$ cat src/rtl/jt12_pkg.sv
`default_nettype none
// ============================================================================
// Module  : jt12_pkg
// Purpose : Shared definitions for the channel register bank: write-select
//           encodings, the packed {block, fnum} record and the legal
//           channel-count check.
// Ports   : none (package)
// Revision: 1.0 - initial release
// ============================================================================
package jt12_pkg;

  // Register-select codes carried on wr_sel.
  typedef enum logic [2:0] {
    SEL_FNUM_HI    = 3'd0,  // latch block + fnum[10:8]
    SEL_FNUM_LO    = 3'd1,  // commit {hi latch, fnum[7:0]}
    SEL_FB_ALG     = 3'd2,
    SEL_RL_AMS_PMS = 3'd3,
    SEL_SP_HI      = 3'd4,  // special-slot hi latch
    SEL_SP_LO      = 3'd5,  // special-slot commit
    SEL_RSV6       = 3'd6,
    SEL_RSV7       = 3'd7
  } wr_sel_e;

  // Frequency word as stored: 3-bit block over 11-bit fnum.
  typedef struct packed {
    logic [2:0]  blk;
    logic [10:0] fnum;
  } fnum_t;

  localparam int c_NUM_SP_SLOTS = 3;

  // Channel counts the bank supports.
  function automatic logic num_ch_legal(input int n);
    return (n == 3) || (n == 6) || (n == 8);
  endfunction

endpackage
`default_nettype wire

$ cat src/rtl/jt12_chreg_fnum.sv
`default_nettype none
// ============================================================================
// Module  : jt12_chreg_fnum
// Purpose : Two-step frequency write: a hi latch (block + fnum[10:8]) with a
//           pending flag, committed together with the lo byte into one of
//           NSLOT stored words. One hi latch is shared by all slots.
// Ports   : clk, rst (async, active-high)
//           i_hi_we  - capture i_din[5:0] into the hi latch, set pending
//           i_lo_we  - store {hi latch, i_din} into slot i_slot, clear pending
//           i_slot   - target slot for i_lo_we
//           i_din    - write data
//           o_val    - stored {block, fnum} per slot
//           o_pend   - hi latched, commit not yet done
// Revision: 1.0 - initial release
// ============================================================================
module jt12_chreg_fnum
  import jt12_pkg::*;
#(
  parameter int NSLOT = 1
) (
  input  logic                  clk,
  input  logic                  rst,
  input  logic                  i_hi_we,
  input  logic                  i_lo_we,
  input  logic [1:0]            i_slot,
  input  logic [7:0]            i_din,
  output fnum_t [NSLOT-1:0]     o_val,
  output logic                  o_pend
);

  logic [5:0]          r_hi;
  logic                r_pend;
  fnum_t [NSLOT-1:0]   r_val;

  // The hi latch keeps its value after a commit, so a lo write without a
  // fresh hi write reuses the last hi byte.
  always_ff @(posedge clk or posedge rst) begin
    if (rst) begin
      r_hi   <= 6'd0;
      r_pend <= 1'b0;
    end else if (i_hi_we) begin
      r_hi   <= i_din[5:0];
      r_pend <= 1'b1;
    end else if (i_lo_we) begin
      r_pend <= 1'b0;
    end
  end

  always_ff @(posedge clk or posedge rst) begin
    if (rst) begin
      r_val <= '0;
    end else if (i_lo_we) begin
      for (int s = 0; s < NSLOT; s++) begin
        if (i_slot == 2'(s)) begin
          r_val[s] <= {r_hi, i_din};
        end
      end
    end
  end

  assign o_val  = r_val;
  assign o_pend = r_pend;

endmodule
`default_nettype wire

$ cat src/rtl/jt12_chreg_bank.sv
`default_nettype none
// ============================================================================
// Module  : jt12_chreg_bank
// Purpose : Per-channel FM parameter registers (block/fnum, fb/alg,
//           rl/ams/pms) with a cen-gated registered read port and optional
//           per-operator fnum slots for channel index 2.
// Ports   : rst (async, active-high), clk, cen (read pipeline enable)
//           din, wr_en, wr_sel, wr_ch, wr_op - write port (independent of cen)
//           ch, op, ch3_mode                 - read selection
//           block, fnum, fb, alg, rl, ams, pms - registered read data
//           hi_pend                           - per-channel hi-pending flags
// Revision: 1.0 - initial release
// ============================================================================
module jt12_chreg_bank
  import jt12_pkg::*;
#(
  parameter int NUM_CH      = 6,
  parameter int AMS_SKEW    = 3,
  parameter int CH3_SPECIAL = 1
) (
  input  logic              rst,
  input  logic              clk,
  input  logic              cen,
  input  logic [7:0]        din,
  input  logic              wr_en,
  input  logic [2:0]        wr_sel,
  input  logic [2:0]        wr_ch,
  input  logic [1:0]        wr_op,
  input  logic [2:0]        ch,
  input  logic [1:0]        op,
  input  logic              ch3_mode,
  output logic [2:0]        block,
  output logic [10:0]       fnum,
  output logic [2:0]        fb,
  output logic [2:0]        alg,
  output logic [1:0]        rl,
  output logic [1:0]        ams,
  output logic [2:0]        pms,
  output logic [NUM_CH-1:0] hi_pend
);

  if (!num_ch_legal(NUM_CH)) begin : g_bad_num_ch
    $error("jt12_chreg_bank: NUM_CH must be 3, 6 or 8");
  end

  localparam int         c_SKEW    = AMS_SKEW % NUM_CH;
  localparam logic [3:0] c_NUM_CH  = 4'(NUM_CH);
  localparam logic [3:0] c_AMS_ADD = 4'(NUM_CH - c_SKEW);

  // ---------------------------------------------------------------- writes
  wr_sel_e w_sel;
  logic    w_wr_ok;
  logic    w_sp_ok;

  assign w_sel   = wr_sel_e'(wr_sel);
  assign w_wr_ok = wr_en && ({1'b0, wr_ch} < c_NUM_CH);
  assign w_sp_ok = w_wr_ok && (CH3_SPECIAL != 0) && (wr_op != 2'd3);

  logic [2:0] r_ch_fb  [NUM_CH];
  logic [2:0] r_ch_alg [NUM_CH];
  logic [1:0] r_ch_rl  [NUM_CH];
  logic [1:0] r_ch_ams [NUM_CH];
  logic [2:0] r_ch_pms [NUM_CH];

  always_ff @(posedge clk or posedge rst) begin
    if (rst) begin
      for (int i = 0; i < NUM_CH; i++) begin
        r_ch_fb[i]  <= 3'd0;
        r_ch_alg[i] <= 3'd0;
        r_ch_rl[i]  <= 2'd3;
        r_ch_ams[i] <= 2'd0;
        r_ch_pms[i] <= 3'd0;
      end
    end else if (w_wr_ok) begin
      case (w_sel)
        SEL_FB_ALG: begin
          r_ch_fb[wr_ch]  <= din[5:3];
          r_ch_alg[wr_ch] <= din[2:0];
        end
        SEL_RL_AMS_PMS: begin
          r_ch_rl[wr_ch]  <= din[7:6];
          r_ch_ams[wr_ch] <= din[5:4];
          r_ch_pms[wr_ch] <= din[2:0];
        end
        default: ;
      endcase
    end
  end

  fnum_t [NUM_CH-1:0] w_ch_val;
  logic  [NUM_CH-1:0] w_ch_pend;

  for (genvar c = 0; c < NUM_CH; c++) begin : g_ch
    jt12_chreg_fnum #(.NSLOT(1)) u_fnum (
      .clk     (clk),
      .rst     (rst),
      .i_hi_we (w_wr_ok && (w_sel == SEL_FNUM_HI) && (wr_ch == 3'(c))),
      .i_lo_we (w_wr_ok && (w_sel == SEL_FNUM_LO) && (wr_ch == 3'(c))),
      .i_slot  (2'd0),
      .i_din   (din),
      .o_val   (w_ch_val[c]),
      .o_pend  (w_ch_pend[c])
    );
  end

  fnum_t [c_NUM_SP_SLOTS-1:0] w_sp_val;
  logic                       w_sp_pend;

  if (CH3_SPECIAL != 0) begin : g_special
    jt12_chreg_fnum #(.NSLOT(c_NUM_SP_SLOTS)) u_sp_fnum (
      .clk     (clk),
      .rst     (rst),
      .i_hi_we (w_sp_ok && (w_sel == SEL_SP_HI)),
      .i_lo_we (w_sp_ok && (w_sel == SEL_SP_LO)),
      .i_slot  (wr_op),
      .i_din   (din),
      .o_val   (w_sp_val),
      .o_pend  (w_sp_pend)
    );
  end else begin : g_no_special
    assign w_sp_val  = '0;
    assign w_sp_pend = 1'b0;
  end

  assign hi_pend = w_ch_pend;

  // ----------------------------------------------------------------- reads
  logic       w_rd_valid;
  logic [2:0] w_rd_idx;
  logic [3:0] w_ams_sum;
  logic [2:0] w_ams_idx;
  logic       w_sp_sel;
  fnum_t      w_rd_fnum;

  assign w_rd_valid = ({1'b0, ch} < c_NUM_CH);
  assign w_rd_idx   = w_rd_valid ? ch : 3'd0;

  // (ch - skew) mod NUM_CH computed as ch + (NUM_CH - skew) with one wrap.
  assign w_ams_sum  = {1'b0, w_rd_idx} + c_AMS_ADD;
  assign w_ams_idx  = (w_ams_sum >= c_NUM_CH) ? 3'(w_ams_sum - c_NUM_CH)
                                              : w_ams_sum[2:0];

  assign w_sp_sel   = (CH3_SPECIAL != 0) && ch3_mode && (ch == 3'd2) &&
                      (op != 2'd3);
  assign w_rd_fnum  = w_sp_sel ? w_sp_val[op] : w_ch_val[w_rd_idx];

  logic [2:0]  r_block;
  logic [10:0] r_fnum;
  logic [2:0]  r_fb;
  logic [2:0]  r_alg;
  logic [1:0]  r_rl;
  logic [1:0]  r_ams;
  logic [2:0]  r_pms;

  // Non-blocking update samples the storage as it was before this edge, so
  // a same-edge write only shows up on the following cen.
  always_ff @(posedge clk or posedge rst) begin
    if (rst) begin
      r_block <= 3'd0;
      r_fnum  <= 11'd0;
      r_fb    <= 3'd0;
      r_alg   <= 3'd0;
      r_rl    <= 2'd3;
      r_ams   <= 2'd0;
      r_pms   <= 3'd0;
    end else if (cen) begin
      if (w_rd_valid) begin
        r_block <= w_rd_fnum.blk;
        r_fnum  <= w_rd_fnum.fnum;
        r_fb    <= r_ch_fb[w_rd_idx];
        r_alg   <= r_ch_alg[w_rd_idx];
        r_rl    <= (NUM_CH == 3) ? 2'd3 : r_ch_rl[w_rd_idx];
        r_ams   <= r_ch_ams[w_ams_idx];
        r_pms   <= r_ch_pms[w_rd_idx];
      end else begin
        r_block <= 3'd0;
        r_fnum  <= 11'd0;
        r_fb    <= 3'd0;
        r_alg   <= 3'd0;
        r_rl    <= (NUM_CH == 3) ? 2'd3 : 2'd0;
        r_ams   <= 2'd0;
        r_pms   <= 3'd0;
      end
    end
  end

  assign block = r_block;
  assign fnum  = r_fnum;
  assign fb    = r_fb;
  assign alg   = r_alg;
  assign rl    = r_rl;
  assign ams   = r_ams;
  assign pms   = r_pms;

endmodule
`default_nettype wire

$ cat config.mk
export PLATFORM = sky130hd
export DESIGN_NAME = jt12_chreg_bank
export DESIGN_NICKNAME = d
export VERILOG_FILES = /design/src/rtl/jt12_pkg.sv /design/src/rtl/jt12_chreg_fnum.sv /design/src/rtl/jt12_chreg_bank.sv
export SDC_FILE = /design/constraint.sdc
export NUM_CORES = 1
export LEC_CHECK = 0
export BUFFER_PORTS_ARGS = -buffer_cell sky130_fd_sc_hd__buf_4
export CAP_MARGIN = 20
export CORE_ASPECT_RATIO = 1.5
export CORE_MARGIN = 2
export CORE_UTILIZATION = 64
export CTS_BUF_LIST = sky130_fd_sc_hd__clkbuf_8
export DETAILED_ROUTE_END_ITERATION = 8
export HOLD_SLACK_MARGIN = 0.12
export PLACE_DENSITY_LB_ADDON = 0.15
export RECOVER_POWER = 50
export SETUP_SLACK_MARGIN = 0.15
export SYNTH_ARGS = -nofsm -noshare
export SYNTH_HDL_FRONTEND = slang
export SYNTH_SLANG_ARGS = --single-unit
$ cat constraint.sdc
create_clock -name clk -period 11.41 [get_ports clk]
set_clock_uncertainty 0.05 [all_clocks]
set_input_delay 0.5705 -clock clk [delete_from_list [all_inputs] [get_ports clk]]
set_output_delay 0.5705 -clock clk [all_outputs]
set_load 0.005 [all_outputs]
# == After elaboration in Yosys (flattened, before gate mapping) ==
# Cells that the tools add are included.
# word_totals
romBits,0
reg_bits,279
n_memories,0
latch_bits,0
ramBits,0
in_bits,26
out_inout_bits,33
# classes
div_mod_pow,0
shifts,0
eq_ne,15
n_lt_le_gt_ge,9
bitwise,3
mux,50
reduce_logical,35
n_addsub,2
multipliers,0
# op_table
cell,n
$bwmux 18,3
$bmux 14 s3,1
$mux 14,3
$mux 3,13
$bmux 14 s2,1
$bmux 3 s3,3
$bwmux 12,2
$logic_and 1x1->1,21
$eq 3x2->1 const B,5
$mux 2,7
$bmux 2 s3,2
$eq 3x3->1 const B,4
$ge 4x4->1 const B,3
$mux 1,12
$not 3->4,3
$reduce_bool 2->1,6
$mux 11,1
$reduce_and 2->1,5
$demux 3 s3,1
$demux 2 s3,1
$eq 3x1->1 const B,2
$logic_not 3->1,2
$lt 3x3->1 const B,2
$add 3x2->4 const B,1
other kinds (9),10

# == Logic depth before layout (Yosys ltp) ==
# logic_depth
word_depth,10
ltp_mapped,10
mapped_depth_nobuf,8

# == Hierarchy ==
# From an unflattened synthesis, not the netlist that was laid out.
# unflattened
hier_cells,955
hier_area_um2,12851.1
# by_module_without_submodules
mod,cells_each,instances,area_per_inst_um2,seq_area_each_um2
jt12_chreg_bank,566,1,6212.2,2645.0
jt12_chreg_fnum (g_ch[0].u_fnum ...),47,6,799.5,525.5
jt12_chreg_fnum (g_special.u_sp_fnum),107,1,1841.8,1226.2

# == Worst setup path after synthesis ==
# Ideal clock, no wire load.
# synth_timing
path_type,input to register
from,input ch[0]
to,"register r_ams[0], in the netlist ams[0]"
required_ps,11265
path_buffers,4
setup_time_ps,95
stages,10
t_arrival_ps,2399
path_slack_ps,8865
cell_sequence,buf_2 buf_2 nand2_1 clkbuf_1 ha_1 clkbuf_1 nand2_1 a211oi_1 nor3_1 o31ai_1
# synth_between
elab_chain_cells,10
elab_cells_between_ends,11
cone_classes,2 x add/sub; 2 x order compare; 6 x mux; 1 x bitwise
# synth_lines
element,line_no,rtl
"start, declared",jt12_chreg_bank.sv:29,"input logic [2:0] ch,"
$lt 3x3->1,jt12_chreg_bank.sv:135,"assign w_rd_valid = ({1'b0, ch} < c_NUM_CH);"
$mux 3,jt12_chreg_bank.sv:136,assign w_rd_idx = w_rd_valid ? ch : 3'd0;
$add 3x2->4,jt12_chreg_bank.sv:139,"assign w_ams_sum = {1'b0, w_rd_idx} + c_AMS_ADD;"
$ge 4x3->1 or $sub 3x3->3 (tied branches),jt12_chreg_bank.sv:140,assign w_ams_idx = (w_ams_sum >= c_NUM_CH) ? 3'(w_ams_sum - c_NUM_CH)
$mux 3,jt12_chreg_bank.sv:140,
$not 3->4 (implied by the code),jt12_chreg_bank.sv:173,r_ams <= r_ch_ams[w_ams_idx];
$bmux 2 s3,jt12_chreg_bank.sv:173,
$mux 2 (implied by the code) (2 in series),jt12_chreg_bank.sv:173,
$mux 2 *,jt12_chreg_bank.sv:167,if (w_rd_valid) begin
"end signal, assigned",jt12_chreg_bank.sv:173,
"end, declared",jt12_chreg_bank.sv:152,logic [1:0] r_ams;
# Mark *: on every way between the ends. The rest lies on a longest branch, timed or not. The select of a mux whose other input is x is not followed.
# A chain may end at the register's enable or synchronous reset.

==> impl_metrics.json <==
{
  "row_count": 63,
  "synth_top_area_share_pct": 51.9,
  "synth_ff_type": "dfrtp_1",
  "grt_setup_unrepaired": "false",
  "first_iter_violations": 640,
  "numPortBuffers": 58,
  "hold_viol_final": 0,
  "syn_to_final_growth_pct": 9.43,
  "die_w_um": 119,
  "synth-edff-count": 0,
  "slew_headroom_pct": -279,
  "worstSetupPathType": "primary input to asynchronous set/reset pin",
  "cts_setup_buffers": 0,
  "fin_cells": 1285,
  "grt_overflow": 0,
  "fin_setup_tns_ns": 0,
  "slew_violations": 179,
  "ctsLongestPathBuffers": 3,
  "ys_seq_area_share_pct": 54.8,
  "ys_ff_latch": 279,
  "status": "finished with violations",
  "place_inst": 1213,
  "routed_via_density": 6.13,
  "worstReg2RegEnd": "block[2]$_DFFE_PP0P_",
  "max_freq_ghz": 0.185,
  "clk_latency_ns": 0.55,
  "p_per_area_nw_per_um2": 161,
  "avgSynthCellArea_um2": 13.2,
  "dieArea_um2": 21100,
  "fin_area_um2": 14000,
  "routed_wl_mm": 29.2,
  "hold_class": "primary input to flip-flop",
  "crit_chain": "clkbuf_4, clkinvlp_2, buf_4, buf_4",
  "holdPathEnd": "r_ch_rl[1]$_DFFE_PP1P_",
  "ys_types": 49,
  "hold_start": "din[7]",
  "hpwl_mm": 18.5,
  "max_slew.worst_pin.slew_ns": 5.65,
  "grt_max_degree": 135,
  "ir_drop_mv": 0.111,
  "critPathMaxFanout": 134,
  "reg2reg_depth": 3,
  "htreeDepth": 2,
  "clock_sinks": 279,
  "ctsResizeCount": 0,
  "r2r-start": "g_ch[0].u_fnum.o_val[13]$_DFFE_PP0P_",
  "fp.dieH_um": 177,
  "cts_buffers": 43,
  "cts_root_buf": "clkbuf_8",
  "clk_pin_slew_worst_paths_ns": 0.06,
  "cp.required_ns": 11.88,
  "grt_pass1_wl_mm": 46.6,
  "via_count": 7882,
  "setup_viol": 0,
  "synth_warnings": 0,
  "violations": "capacitance limit, slew limit",
  "grt_usage_pct": 28.8,
  "drtAntennaViolNets": 0,
  "drtPass1Iterations": 5,
  "end_kind": "asynchronous set/reset pin",
  "async_flop_share_pct": 100,
  "post-route-util_pct": 70.9,
  "max_stage_delay_ns": 3.12,
  "yosysTopAreaCell": "dfrtp_1",
  "core_um2": 19700,
  "cpMostUsedCell": "buf_4",
  "power_leakage_nw": 6.74,
  "fin_nets": 1026,
  "regToRegSetupSlack_ns": 9.85,
  "syn-instance-count": 965,
  "grt_pass1_vias": 8384,
  "syn_area_um2": 12800,
  "drcViolationCount": 0,
  "synth_nets": 993,
  "max-cap-violations": 2,
  "fin_ws_ns": 6.00,
  "min_period_ns": 5.41,
  "slowest_stage": "clkinvlp_2",
  "critPathLaunchType": "primary input",
  "routedWlPerCell_um": 22.7,
  "antenna_found_initial": 0,
  "initial_core_util_pct": 64.8,
  "crit_arrival_ns": 5.89,
  "whs_path_depth": 2,
  "ios": 59,
  "fin_crit_sh_pct": 47.4,
  "synth.area.top_cells": "dfrtp_1 52%, mux2_2 21%, mux2i_1 3.6%, dfstp_2 2.9%, mux2_4 2.4%",
  "drive_gt1_share_pct": 40.9,
  "cts_tree": "built",
  "dpl_cell_area_um2": 13200,
  "gp_congestion": 0.839,
  "post-place-ws_ns": 8.08,
  "holdBufCountCts": 0,
  "antennaDiodeCount": 0
}
==> power breakdown <==
part / internal, mW / switching, mW / total (mW)
Sequential: 1.11 / 0.0627 / 1.17
Clock: 0.426 / 0.374 / 0.800
Combinational: 0.148 / 0.132 / 0.280
==> cell usage after synthesis, types with 3 or more instances <==
cell       number
nor3_2          3
o221ai_1        4
dfstp_2        14
inv_1          25
mux4_2          6
buf_1           7
a21oi_1        19
mux2_2        240
a211oi_1        4
nand2_2         6
nor2_1         12
a221oi_1       16
nor2b_1        18
or2_2          12
nor3_1          6
o2111ai_1       5
mux2i_1        46
o21bai_1        6
buf_4           9
nand2_1        47
buf_2          22
dfrtp_1       265
nand3_2         4
mux2_4         20
o22ai_1        14
a22oi_1        16
o21ai_0        14
a31oi_1        12
o21a_1          4
nand2b_1       13
a31o_2          8
nor3b_1         8
clkbuf_1       37
==> state kept, by name, summed over array words and instances, names as in the netlist <==
name / count
alg: 3
ams: 2
block: 3
fb: 3
fnum: 11
g_ch.u_fnum.o_pend: 6
g_ch.u_fnum.o_val: 84
g_ch.u_fnum.r_hi: 36
g_special.u_sp_fnum.o_val: 42
g_special.u_sp_fnum.r_hi: 6
pms: 3
r_ch_alg: 18
r_ch_ams: 12
r_ch_fb: 18
r_ch_pms: 18
r_ch_rl: 12
rl: 2
==> worst max-delay path, delay by kind of cell <==
| family | cells | cell delay [ns] |
|---|---|---|
| buffers and inverters | 4 | 5.16 |
==> worst max-delay path by stage <==
stage          startpoint                              endpoint  slack [ns]
4_1_cts               rst     g_ch[5].u_fnum.o_pend$_DFFE_PP0P_        8.65
3_3_place_gp          rst     g_ch[4].u_fnum.o_pend$_DFFE_PP0P_        8.10
5_1_grt               rst                    alg[2]$_DFFE_PP0P_        4.83
6_report              rst  g_ch[5].u_fnum.o_val[12]$_DFFE_PP0P_        6.00
3_5_place_dp          rst     g_ch[5].u_fnum.o_pend$_DFFE_PP0P_        8.08
2_1_floorplan         rst                    alg[0]$_DFFE_PP0P_        3.12
==> logic make-up (layout without fill, tap and decap cells) <==
kind of cell / after synthesis / after routing / synth area share, %
adder cells (fa/ha/maj): 2 / 2 / 0.196
AND/OR/NAND/NOR: 140 / 140 / 6.06
flip-flops: 279 / 279 / 54.8
buffers and inverters: 102 / 162 / 3.60
AO/OA/AOI/OAI: 130 / 130 / 7.14
multiplexers: 312 / 312 / 28.2
==> layer usage <==
layer,share of wire (%),GRT usage [%],up-vias
li1,-,-,3537
met1,40,36.9,4082
met2,53,49.9,207
met3,4.1,3.90,56
met4,3.1,11.7,0
met5,0,0,-
==> placed cells by master (no fill, tap or decap), drive strengths merged, types with 6 or more instances in the layout <==
cell	count
a22oi	16
a31o	8
nor2b	18
o21ai	14
o21bai	6
inv	38
dfstp	14
nor3b	8
dfrtp	265
mux4	6
nand2	53
nor2	12
o22ai	14
mux2	260
nor3	9
mux2i	46
a21oi	19
a31oi	12
clkbuf	89
nand2b	13
or2	12
buf	27
a221oi	16
==> stage by stage <==
| step | power, mW | hold slack, ns |
|---|---|---|
| 6_report | 2.25 | 0.386 |
| 5_1_grt | 2.35 | 0.380 |
| 4_1_cts | 2.27 | 0.194 |
| 3_5_place_dp | 1.47 | 0.415 |
| 3_3_place_gp | 1.46 | 0.410 |
| 2_1_floorplan | 1.38 | 0.398 |
==> area by class of cell <==
cell class	count	area (um^2)
repair buffers	65	454
clock inverters	21	120
fillers	1407	5740
well taps	260	325
clock buffers	51	702
flip-flops and latches	279	7000
multi-input cells	584	5270
inverters	25	95.1
(Power assumes the default switching activity.)
